===== src/rtl/sram_arbiter.sv =====
// sram_arbiter: shares one SRAM-like port between an instruction fetch
// requester and a load/store requester, one transaction in flight at a time.
// Data wins by default; a bounded starvation counter forces an inst grant.
module sram_arbiter #(
  parameter int unsigned STARVE_LIMIT = 4
) (
  input  logic        clk,
  input  logic        reset,

  input  logic        inst_req,
  input  logic [31:0] inst_addr,
  output logic        inst_addr_ok,
  output logic        inst_data_ok,
  output logic [31:0] inst_rdata,

  input  logic        data_req,
  input  logic        data_wr,
  input  logic [3:0]  data_wstrb,
  input  logic [31:0] data_addr,
  input  logic [31:0] data_wdata,
  output logic        data_addr_ok,
  output logic        data_data_ok,
  output logic [31:0] data_rdata,

  output logic        sram_req,
  output logic        sram_wr,
  output logic [3:0]  sram_wstrb,
  output logic [31:0] sram_addr,
  output logic [31:0] sram_wdata,
  input  logic        sram_addr_ok,
  input  logic        sram_data_ok,
  input  logic [31:0] sram_rdata
);

  localparam int unsigned CW = 4;
  localparam int unsigned AW = 32;
  localparam int unsigned DW = 32;
  localparam int unsigned SW = 4;

  localparam logic [1:0] IDLE = 2'd0;
  localparam logic [1:0] ADDR = 2'd1;
  localparam logic [1:0] DATA = 2'd2;

  localparam logic [CW-1:0] LIMIT = CW'(STARVE_LIMIT);

  logic [1:0]    state, state_nxt;
  logic [CW-1:0] starve_cnt, starve_cnt_nxt;
  logic          run_q;
  logic          win_inst, win_inst_nxt;
  logic          lat_wr, lat_wr_nxt;
  logic [SW-1:0] lat_wstrb, lat_wstrb_nxt;
  logic [AW-1:0] lat_addr, lat_addr_nxt;
  logic [DW-1:0] lat_wdata, lat_wdata_nxt;
  logic          grant_inst;
  logic          grant_data;
  logic          in_addr;
  logic          in_data;

  // State and latched-request registers; run_q holds off grants for the first
  // cycle after reset release so release is seen synchronously.
  always_ff @(posedge clk or negedge reset) begin
    if (!reset) begin
      state      <= IDLE;
      starve_cnt <= '0;
      run_q      <= 1'b0;
      win_inst   <= 1'b0;
      lat_wr     <= 1'b0;
      lat_wstrb  <= '0;
      lat_addr   <= '0;
      lat_wdata  <= '0;
    end else begin
      state      <= state_nxt;
      starve_cnt <= starve_cnt_nxt;
      run_q      <= 1'b1;
      win_inst   <= win_inst_nxt;
      lat_wr     <= lat_wr_nxt;
      lat_wstrb  <= lat_wstrb_nxt;
      lat_addr   <= lat_addr_nxt;
      lat_wdata  <= lat_wdata_nxt;
    end
  end

  // Next-state: arbitrate in IDLE, wait for accept in ADDR, completion in DATA.
  always_comb begin
    state_nxt      = state;
    starve_cnt_nxt = starve_cnt;
    win_inst_nxt   = win_inst;
    lat_wr_nxt     = lat_wr;
    lat_wstrb_nxt  = lat_wstrb;
    lat_addr_nxt   = lat_addr;
    lat_wdata_nxt  = lat_wdata;
    grant_inst     = 1'b0;
    grant_data     = 1'b0;
    case (state)
      IDLE: begin
        if (run_q) begin
          if (inst_req && (!data_req || (starve_cnt == LIMIT))) begin
            grant_inst = 1'b1;
          end else if (data_req) begin
            grant_data = 1'b1;
          end
        end
        if (grant_inst) begin
          state_nxt      = ADDR;
          win_inst_nxt   = 1'b1;
          lat_wr_nxt     = 1'b0;
          lat_wstrb_nxt  = '0;
          lat_addr_nxt   = inst_addr;
          lat_wdata_nxt  = '0;
          starve_cnt_nxt = '0;
        end else if (grant_data) begin
          state_nxt     = ADDR;
          win_inst_nxt  = 1'b0;
          lat_wr_nxt    = data_wr;
          lat_wstrb_nxt = data_wstrb;
          lat_addr_nxt  = data_addr;
          lat_wdata_nxt = data_wdata;
          if (inst_req && (starve_cnt < LIMIT)) begin
            starve_cnt_nxt = starve_cnt + CW'(1);
          end
        end
      end
      ADDR: begin
        if (sram_addr_ok) begin
          state_nxt = DATA;
        end
      end
      DATA: begin
        if (sram_data_ok) begin
          state_nxt = IDLE;
        end
      end
      default: begin
        state_nxt = IDLE;
      end
    endcase
  end

  // Output decode: memory fields only while requesting, handshakes routed to
  // the winner, read data passed through only during the completion cycle.
  always_comb begin
    in_addr      = (state == ADDR);
    in_data      = (state == DATA);
    sram_req     = in_addr;
    sram_wr      = in_addr & lat_wr;
    sram_wstrb   = in_addr ? lat_wstrb : '0;
    sram_addr    = in_addr ? lat_addr  : '0;
    sram_wdata   = in_addr ? lat_wdata : '0;
    inst_addr_ok = in_addr & sram_addr_ok &  win_inst;
    data_addr_ok = in_addr & sram_addr_ok & ~win_inst;
    inst_data_ok = in_data & sram_data_ok &  win_inst;
    data_data_ok = in_data & sram_data_ok & ~win_inst;
    inst_rdata   = inst_data_ok ? sram_rdata : '0;
    data_rdata   = data_data_ok ? sram_rdata : '0;
  end

endmodule

===== config.mk =====
export PLATFORM = sky130hd
export DESIGN_NAME = sram_arbiter
export DESIGN_NICKNAME = d
export VERILOG_FILES = /design/src/rtl/sram_arbiter.sv
export SDC_FILE = /design/constraint.sdc
export NUM_CORES = 1
export LEC_CHECK = 0
export ABC_AREA = 1
export BUFFER_PORTS_ARGS = -buffer_cell sky130_fd_sc_hd__buf_2
export CAP_MARGIN = 20
export CORE_AREA = 4 4 107 109
export DETAILED_ROUTE_END_ITERATION = 10
export DIE_AREA = 0 0 111 113
export GPL_TIMING_DRIVEN = 0
export PLACE_DENSITY_LB_ADDON = 0.12
export SLEW_MARGIN = 30
export SYNTH_ARGS = -nofsm -noshare
export SYNTH_HDL_FRONTEND = slang
export SYNTH_SLANG_ARGS = --single-unit

===== constraint.sdc =====
create_clock -name clk -period 4.1 [get_ports clk]
set_input_delay 0.205 -clock clk [delete_from_list [all_inputs] [get_ports clk]]
set_output_delay 0.205 -clock clk [all_outputs]
set_load 0.02 [all_outputs]

# Word level (Yosys, flattened, before mapping)
# Cells that the tools add are included.
[op_classes]
n_mux = 30
bitwise_logic = 8
order_cmp = 1
eq_ne = 6
n_reduce_logical = 10
add_sub_neg = 1
[op_table]
columns = ["cell", "n"]
rows = [
  ["two-way mux 32 bit", 8],
  ["two-way mux 4 bit", 6],
  ["two-way mux 1 bit", 11],
  ["two-way mux 2 bit", 4],
  ["AND 1 bit", 7],
  ["case mux 2 bit (3 select lines)", 1],
  ["AND reduction 3 bit", 2],
  ["adder 4 x 1 -> 4 bit (second input constant)", 1],
  ["== test 4 x 3 -> 1 bit (second input constant)", 1],
  ["less-than comparator 4 x 3 -> 1 bit (second input constant)", 1],
  ["nonzero test 2 bit", 2],
  ["!= test 3 bit (second input constant)", 1],
  ["== test 2 x 1 -> 1 bit (second input constant)", 1],
  ["== test 2 bit (second input constant)", 1],
  ["logical AND 1 bit", 2],
  ["logical NOT 2 bit", 1],
  ["!= test 2 x 1 -> 1 bit (second input constant)", 1],
  ["!= test 2 bit (second input constant)", 1],
  ["AND reduction 2 bit", 1],
  ["logical NOT 1 bit", 1],
  ["logical OR 1 bit", 1],
  ["inverter 1 bit", 1],
]
[word_totals]
out_inout_bits = 138
reg_bits = 77

# Depth between registers and ports, before layout
# Gate-level depths: netlist of the first run.
[depth]
ltp_word = 9
depth_mapped = 9
ltp_nobuf = 8

# Least setup slack after synthesis of the first run
# OpenSTA, ideal clock, no wires.
[synth_timing]
kind = "register to output"
startpoint = "register state[0]"
endpoint = "output inst_rdata[11]"
path_buffers = 1
t_arrival_ns = 1.443
required_ns = 3.895
path_slack_ns = 2.452
stages_incl_launch_ff = 7
path_cell_list = "dfrtp_1 > inv_1 > nand3_1 > nor2_1 > inv_2 > buf_2 > nor2_1"
[synth_via]
elab_chain_cells = 4
[synth_lines]
columns = ["item", "line_no", "rtl"]
rows = [
  ["start: declaration", "46", "logic [1:0] state, state_nxt;"],
  ["start signal: assignment", "72", "state <= state_nxt;"],
  ["== test 2 bit", "143", "in_data = (state == DATA);"],
  ["AND 1 bit (2 in series)", "151", "inst_data_ok = in_data & sram_data_ok & win_inst;"],
  ["named net inst_data_ok", "13", "output logic inst_data_ok,"],
  ["two-way mux 32 bit", "153", "inst_rdata = inst_data_ok ? sram_rdata : '0;"],
  ["end: declaration", "14", "output logic [31:0] inst_rdata,"],
]
# The timed path passes the listed nets, and every way through them passes these cells.

# Final worst setup path of the first run
[layout_timing]
startpoint = "register state[0]"
endpoint = "output sram_addr[12]"
[layout_via]
elab_chain_cells = 2
[layout_lines]
columns = ["item", "line_no", "rtl"]
rows = [
  ["== test 2 x 1 -> 1 bit", "142", "in_addr = (state == ADDR);"],
  ["two-way mux 32 bit", "147", "sram_addr = in_addr ? lat_addr : '0;"],
  ["end: declaration", "28", "output logic [31:0] sram_addr,"],
]
# No other way between the ends.

==> results of run 1 <==
==> cells in the final DEF, fill, tap and decap left out <==
cell type	n
a21oi_1	1
buf_16	1
buf_2	297
buf_4	2
buf_6	5
bufinv_16	2
clkbuf_1	13
clkbuf_8	9
clkinv_4	3
conb_1	1
dfrtp_1	77
dlygate4sd3_1	1
ha_1	2
inv_1	174
inv_2	4
inv_4	1
inv_6	1
nand2_1	105
nand2_2	3
nand3_1	109
nor2_1	139
nor2_2	1
o21ai_0	28
o21ai_1	12
==> worst min path at each step <==
stage | to | slack, ps | depth (start not counted)
4_1_cts | state[0] | 70 | 2
6_report | state[0] | 90 | 2
2_1_floorplan | lat_addr[0] | -90 | 0
3_5_place_dp | lat_wdata[28] | 60 | 1
5_1_grt | state[0] | 70 | 2
3_3_place_gp | state[1] | 440 | 2
==> flip-flops by register name, indices dropped and copies added, names as in the netlist <==
register / count
lat_addr: 32
lat_wstrb: 4
lat_wdata: 32
state: 2
lat_wr: 1
starve_cnt: 4
win_inst: 1
run_q: 1
==> what timing repair did <==
action / in CTS / in global routing
hold buffers: 1 / 0
endpoints found under the hold margin: 33 / 0
gates resized for setup: 0 / 0
setup buffers: 0 / 0
==> logic make-up after synthesis <==
group	Yosys count	share of synthesized area [%]
AOI/OAI and AO/OA	41	4.523
adders and majority gates	2	0.5515
buffers and inverters	219	19.61
DFF	77	42.47
other	1	0.08266
and+or+nand+nor	357	32.76
==> worst max-delay path, stage by stage, from the launching register on <==
cell and delay (ps):
dfrtp_1 400, inv_1 90, nor2_1 70, inv_2 150, clkbuf_1 430, nor2_1 100
buf_2 180
==> cell type report <==
| type | instances | area [sq um] |
|---|---|---|
| fill | 1072 | 4243 |
| sequential | 77 | 1927 |
| multi-input combinational | 401 | 1720 |
| timing repair buffer | 278 | 1425 |
| inverter | 179 | 674.4 |
| buffer | 40 | 215.2 |
| tap | 140 | 175.2 |
| clock buffer | 10 | 127.6 |
| clock inverter | 6 | 95.09 |
==> power by group <==
group,internal (uW),switching [uW]
Sequential,1100,142
Combinational,609,1280
Clock,349,294
==> layer usage <==
metal / vias to the layer above / global-route usage, % / share of wire [%]
met5: - / 0 / 0
met4: 0 / 9.852 / 2.9
met3: 29 / 4.759 / 7.0
met2: 210 / 40.05 / 50
met1: 2231 / 28.52 / 40
li1: 2619 / - / -
==> per-stage QoR <==
step / hold slack [ps] / total power (uW)
floorplan: -90.59 / 2497
global placement: 435.6 / 3133
detailed placement: 63.32 / 3160
CTS: 69.56 / 3817
global route: 67.42 / 4084
finish: 87.36 / 3776
==> results.py, run 1 <==
metrics = {
    "outcome": {
        "outcome": "complete, no violations",
    },
    "worst_hold_path": {
        "holdCritPathClass": "input pin to flip-flop",
        "holdCritStartpoint": "sram_addr_ok",
    },
    "placement": {
        "dp_hpwl_um": 11720,
        "dpl.cell_count": 1114,
        "port_buffers": 276,
        "gp_congestion": 0.8672,
        "placed_cell_area_sq_mm": 0.006127,
        "pre_cts_slack_ps": 2419,
    },
    "setup_path": {
        "r2r_end": "lat_addr[5]",
        "worst-setup-path-type": "flip-flop to output port",
        "startpoint": "state[0]",
        "crit_path_end": "sram_addr[12]",
        "end_kind": "output port",
        "reg2reg_from": "starve_cnt[0]",
        "r2r_slack_ps": 2410,
        "worstPathArrival_ps": 1760,
        "r2r_cells": 9,
        "worst_setup_path_start_kind": "flip-flop",
        "cp.required_ps": 3890,
        "worstPathMaxFanout": 10,
    },
    "clock_network": {
        "clk_pin_slew_worst_paths_ps": 80,
        "clockRootBuffer": "clkbuf_8",
        "cts_sinks": 77,
        "clock_latency_ps": 350,
        "htreeDepth": 3,
        "clock_path_buffers": 2,
        "cts_tree": "built",
        "cts_buffers": 9,
    },
    "global_routing": {
        "grt_pass1_wl_um": 23760,
        "grt.total_usage_pct": 23.26,
        "grt_max_degree": 58,
        "grt_overflow_total": 0,
        "grt_pass1_vias": 4818,
        "antenna_found_initial": 0,
    },
    "route": {
        "ant_nets": 0,
        "vias": 5089,
        "wl_um": 14980,
        "wl_per_cell_um": 13.25,
        "dr.pass1.iters": 5,
        "drt_iter0_drc": 256,
        "viasPerCell": 4.500,
        "route.detailed.drc": 0,
    },
    "timing": {
        "relSlewSlack_pct": 66.22,
        "fin_ws_ps": 2133,
        "tns_ps": 0,
        "rsz0062_at_grt": "false",
        "period_minus_slack_ps": 1967,
        "setup_viol": 0,
        "slew_violations": 0,
        "fmax_mhz": 508.3,
        "fin_worst_skew_ps": 16.61,
        "worst_pin_slew_ps": 506.7,
        "hold_viol_final": 0,
        "min_period_over_period_pct": 47.99,
    },
    "synthesis": {
        "synth.top_cell.area_share_pct": 42.47,
        "synth_seq_area_share_pct": 42.47,
        "synth_fp_nets": 838,
        "synth_edf_count": 0,
        "ys_top_cells_by_count": "174 x inv_1, 139 x nor2_1, 109 x nand3_1",
        "synth_ff_type": "dfrtp_1",
        "synth_seq_cells": 77,
        "synthTopCellsByArea": "dfrtp_1 42%, inv_1 14%, nand3_1 12%",
        "syn_area_sq_mm": 0.004537,
        "synthCells": 697,
        "ys_types": 18,
        "async_reset_ff_share_pct": 100.0,
        "yosysWarnings": 0,
        "yosysMostFrequentCell": "inv_1",
        "synth_area_per_cell_sq_um": 6.509,
        "yosysTopAreaCell": "dfrtp_1",
    },
    "floorplanning": {
        "die_h_um": 113,
        "dieArea_sq_mm": 0.01254,
        "die_width_um": 111,
        "core_area_sq_mm": 0.01060,
        "row_count": 38,
        "io-pin-count": 277,
        "initial_utilization_pct": 42.79,
    },
    "cells_and_area": {
        "finalCoreUtilization_pct": 59.98,
        "synthToLayoutAreaGrowth_pct": 40.18,
        "nets": 1127,
        "finalNonFillerCells": 1131,
        "drive_gt1_share_pct": 33.20,
        "postLayoutCellArea_sq_mm": 0.006360,
        "antennaDiodeCount": 0,
    },
    "power_and_ir_drop": {
        "leakage_uw": 0.004174,
        "cellPowerDensity_mw_per_mm2": 593.7,
        "ir_worst_vdd_mv": 0.2722,
    },
    "run": {
        "maxCapViolCount": 0,
    },
}
Note: power is estimated with default switching activity, not from simulation.
==> run 2, diff against run 1 <==
--- a/config.mk
+++ b/config.mk
@@ -8,9 +8,9 @@
 export ABC_AREA = 1
 export BUFFER_PORTS_ARGS = -buffer_cell sky130_fd_sc_hd__buf_2
 export CAP_MARGIN = 20
-export CORE_AREA = 4 4 107 109
+export CORE_MARGIN = 4
+export CORE_UTILIZATION = 40
 export DETAILED_ROUTE_END_ITERATION = 10
-export DIE_AREA = 0 0 111 113
 export GPL_TIMING_DRIVEN = 0
 export PLACE_DENSITY_LB_ADDON = 0.12
 export SLEW_MARGIN = 30
==> constraint.sdc (replaced) <==
create_clock -name clk -period 1.7 [get_ports clk]
set_input_delay 0.085 -clock clk [delete_from_list [all_inputs] [get_ports clk]]
set_output_delay 0.085 -clock clk [all_outputs]
set_load 0.02 [all_outputs]
==> run 2 against run 1 <==
Net effect: global-route usage barely moved; sequential power rose by 140%; largest power group unchanged; register-to-register slack got worse by 2300 ps; count of clock-buffer cells in the layout fell by 1; worst setup slack got worse by 2100 ps; hold slack got worse by 85 ps; critical endpoint is now inst_rdata[5]; sequential share of layout area fell by 2.0 points; first-iteration DRC count fell by 14%.
==> results.py, run 2 (synthesis results as in run 1) <==
metrics = {
    "cells_and_area": {
        "drive_gt1_share_pct": 34.96,
        "layout_common_cells": "257 x buf_2, 173 x inv_1, 124 x nor2_1",
        "synthToLayoutAreaGrowth_pct": 50.41,
        "nets": 1144,
        "top_regs": "lat_addr: 32 flops, lat_wdata: 32 flops",
        "finalNonFillerCells": 1149,
        "postLayoutCellArea_sq_mm": 0.006824,
        "final_common_cell": "buf_2",
    },
    "global_routing": {
        "use_met3_pct": 5.497,
        "grt.total_usage_pct": 23.24,
        "antenna_found_initial": 2,
        "gr-max-usage-layer": "met2",
        "grt_pass1_wl_um": 23980,
        "grt_pass1_vias": 4786,
        "grt_use_met1_pct": 26.29,
        "use_met2_pct": 41.40,
        "grt_max_degree": 41,
        "grt_overflow_total": 0,
    },
    "power_and_ir_drop": {
        "combPwrFrac_pct": 48.3,
        "cellPowerDensity_mw_per_mm2": 1440,
        "power.internal_uw": 5574,
        "seq_power_share_pct": 30.7,
        "p_sw_share_pct": 43.26,
        "ir_worst_vdd_mv": 0.6497,
        "power.share.clock_pct": 21.0,
        "power_switching_uw": 4250,
        "leakage_uw": 0.004318,
    },
    "worst_hold_path": {
        "holdCritPathClass": "input pin to flip-flop",
    },
    "floorplanning": {
        "core_area_sq_mm": 0.01098,
        "die_h_um": 114.5,
        "die_width_um": 114.5,
        "row_count": 38,
        "dieArea_sq_mm": 0.01311,
        "initial_utilization_pct": 41.31,
        "io-pin-count": 277,
    },
    "clock_network": {
        "clockRootBuffer": "clkbuf_16",
        "cts_buffers": 9,
        "clk_pin_slew_worst_paths_ps": 60,
        "cts_tree": "built",
        "htreeDepth": 3,
        "clock_path_buffers": 2,
        "clock_latency_ps": 330,
        "cts_sinks": 77,
    },
    "placement": {
        "placed_cell_area_sq_mm": 0.006120,
        "gp_congestion": 0.8652,
        "port_buffers": 276,
        "dp_hpwl_um": 12370,
        "dpl.cell_count": 1114,
    },
    "setup_path": {
        "r2r_slack_ps": 140,
        "worst_setup_path_start_kind": "flip-flop",
        "worstPathMaxFanout": 10,
        "worstPathArrival_ps": 1590,
        "cp.required_ps": 1620,
        "end_kind": "output port",
        "worst-setup-path-type": "flip-flop to output port",
    },
    "timing": {
        "setup_viol": 0,
        "fmax_mhz": 597.3,
        "rsz0062_at_grt": "true",
        "hold_viol_final": 0,
        "slew_violations": 0,
        "period_minus_slack_ps": 1674,
        "fin_worst_skew_ps": 10.40,
        "min_period_over_period_pct": 98.49,
    },
    "route": {
        "vias": 5125,
        "viasPerCell": 4.460,
        "drt_iter0_drc": 219,
        "wl_per_cell_um": 13.78,
        "ant_nets": 0,
        "wl_um": 15830,
        "dr.pass1.iters": 6,
        "route.detailed.drc": 0,
    },
    "run": {
        "maxCapViolCount": 0,
    },
    "outcome": {
        "outcome": "complete, no violations",
    },
}
==> run 2: changes by cell type in the layout (fill, tap and decap cells not counted), sizes merged <==
cell	delta
buf	-1
clkinv	-2
inv	+1
clkbuf	+1
dlygate4sd3	+16
diode	+2
clkinvlp	+1
==> run 2: per-layer routing <==
metal | part of all wire (%) | vias to the layer above
met5 | 0 | -
met4 | 2.6 | 0
met3 | 7.7 | 29
met2 | 51 | 192
met1 | 39 | 2255
li1 | - | 2649
==> run 2: power groups by stage <==
stage / clock (uW) / sequential (uW) / combinational, uW
finish: 2060 / 3010 / 4750
global route: 2170 / 3110 / 5310
CTS: 2100 / 3000 / 4680
detailed placement: 0 / 3010 / 4580
global placement: 0 / 2990 / 4550
floorplan: 0 / 2950 / 3080
==> run 2: cell type report <==
cell class	count	area, sq um
buffer	40	264.0
multi-input combinational	401	1790
timing repair buffer	295	1668
sequential	77	1928
inverter	179	674.4
tap	140	175.2
clock inverter	6	93.84
fill	1066	4159
clock buffer	9	225.2
antenna	2	5.005
==> run 2: stage by stage <==
step	utilization, %	total power [uW]	setup WS (ps)	hold slack (ps)	setup TNS (ps)
after global placement	55.48	7540	-43.56	300.5	-3039
final	62.13	9824	25.72	1.961	0
after CTS	60.69	9776	-0.04363	0.7040	-0.04363
after floorplan	-	6023	171.7	-210.6	0
after detailed placement	55.72	7591	47.03	6.041	0
after global routing	62.13	10590	-38.45	23.67	-300.8
==> run 2: what timing repair did <==
item	in CTS	in global routing
hold buffers	17	0
resized for setup	20	61
pin swaps	3	1
setup buffers	1	0
setup endpoints to repair	94	159
endpoints found under the hold margin	57	0
==> run 2: worst paths after layout <==
| kind | from | end | depth (start not counted) |
|---|---|---|---|
| setup / recovery | state[0] | inst_rdata[5] | 7 |
| hold / removal | data_wr | lat_wr | 3 |
| setup reg to reg | starve_cnt[0] | lat_addr[30] | 9 |
| hold reg to reg | lat_addr[10] | lat_addr[10] | 2 |
| max in group asynchronous | reset | state[1] | 3 |
| min in group asynchronous | reset | lat_wdata[25] | 2 |
==> run 2: worst max-delay path, stage by stage (launching register included) <==
cell and delay [ps]:
dfrtp_1 390, inv_2 110, nand3_4 100, nor2_4 130
inv_2 80, buf_6 150, nor2_1 110, buf_2 190
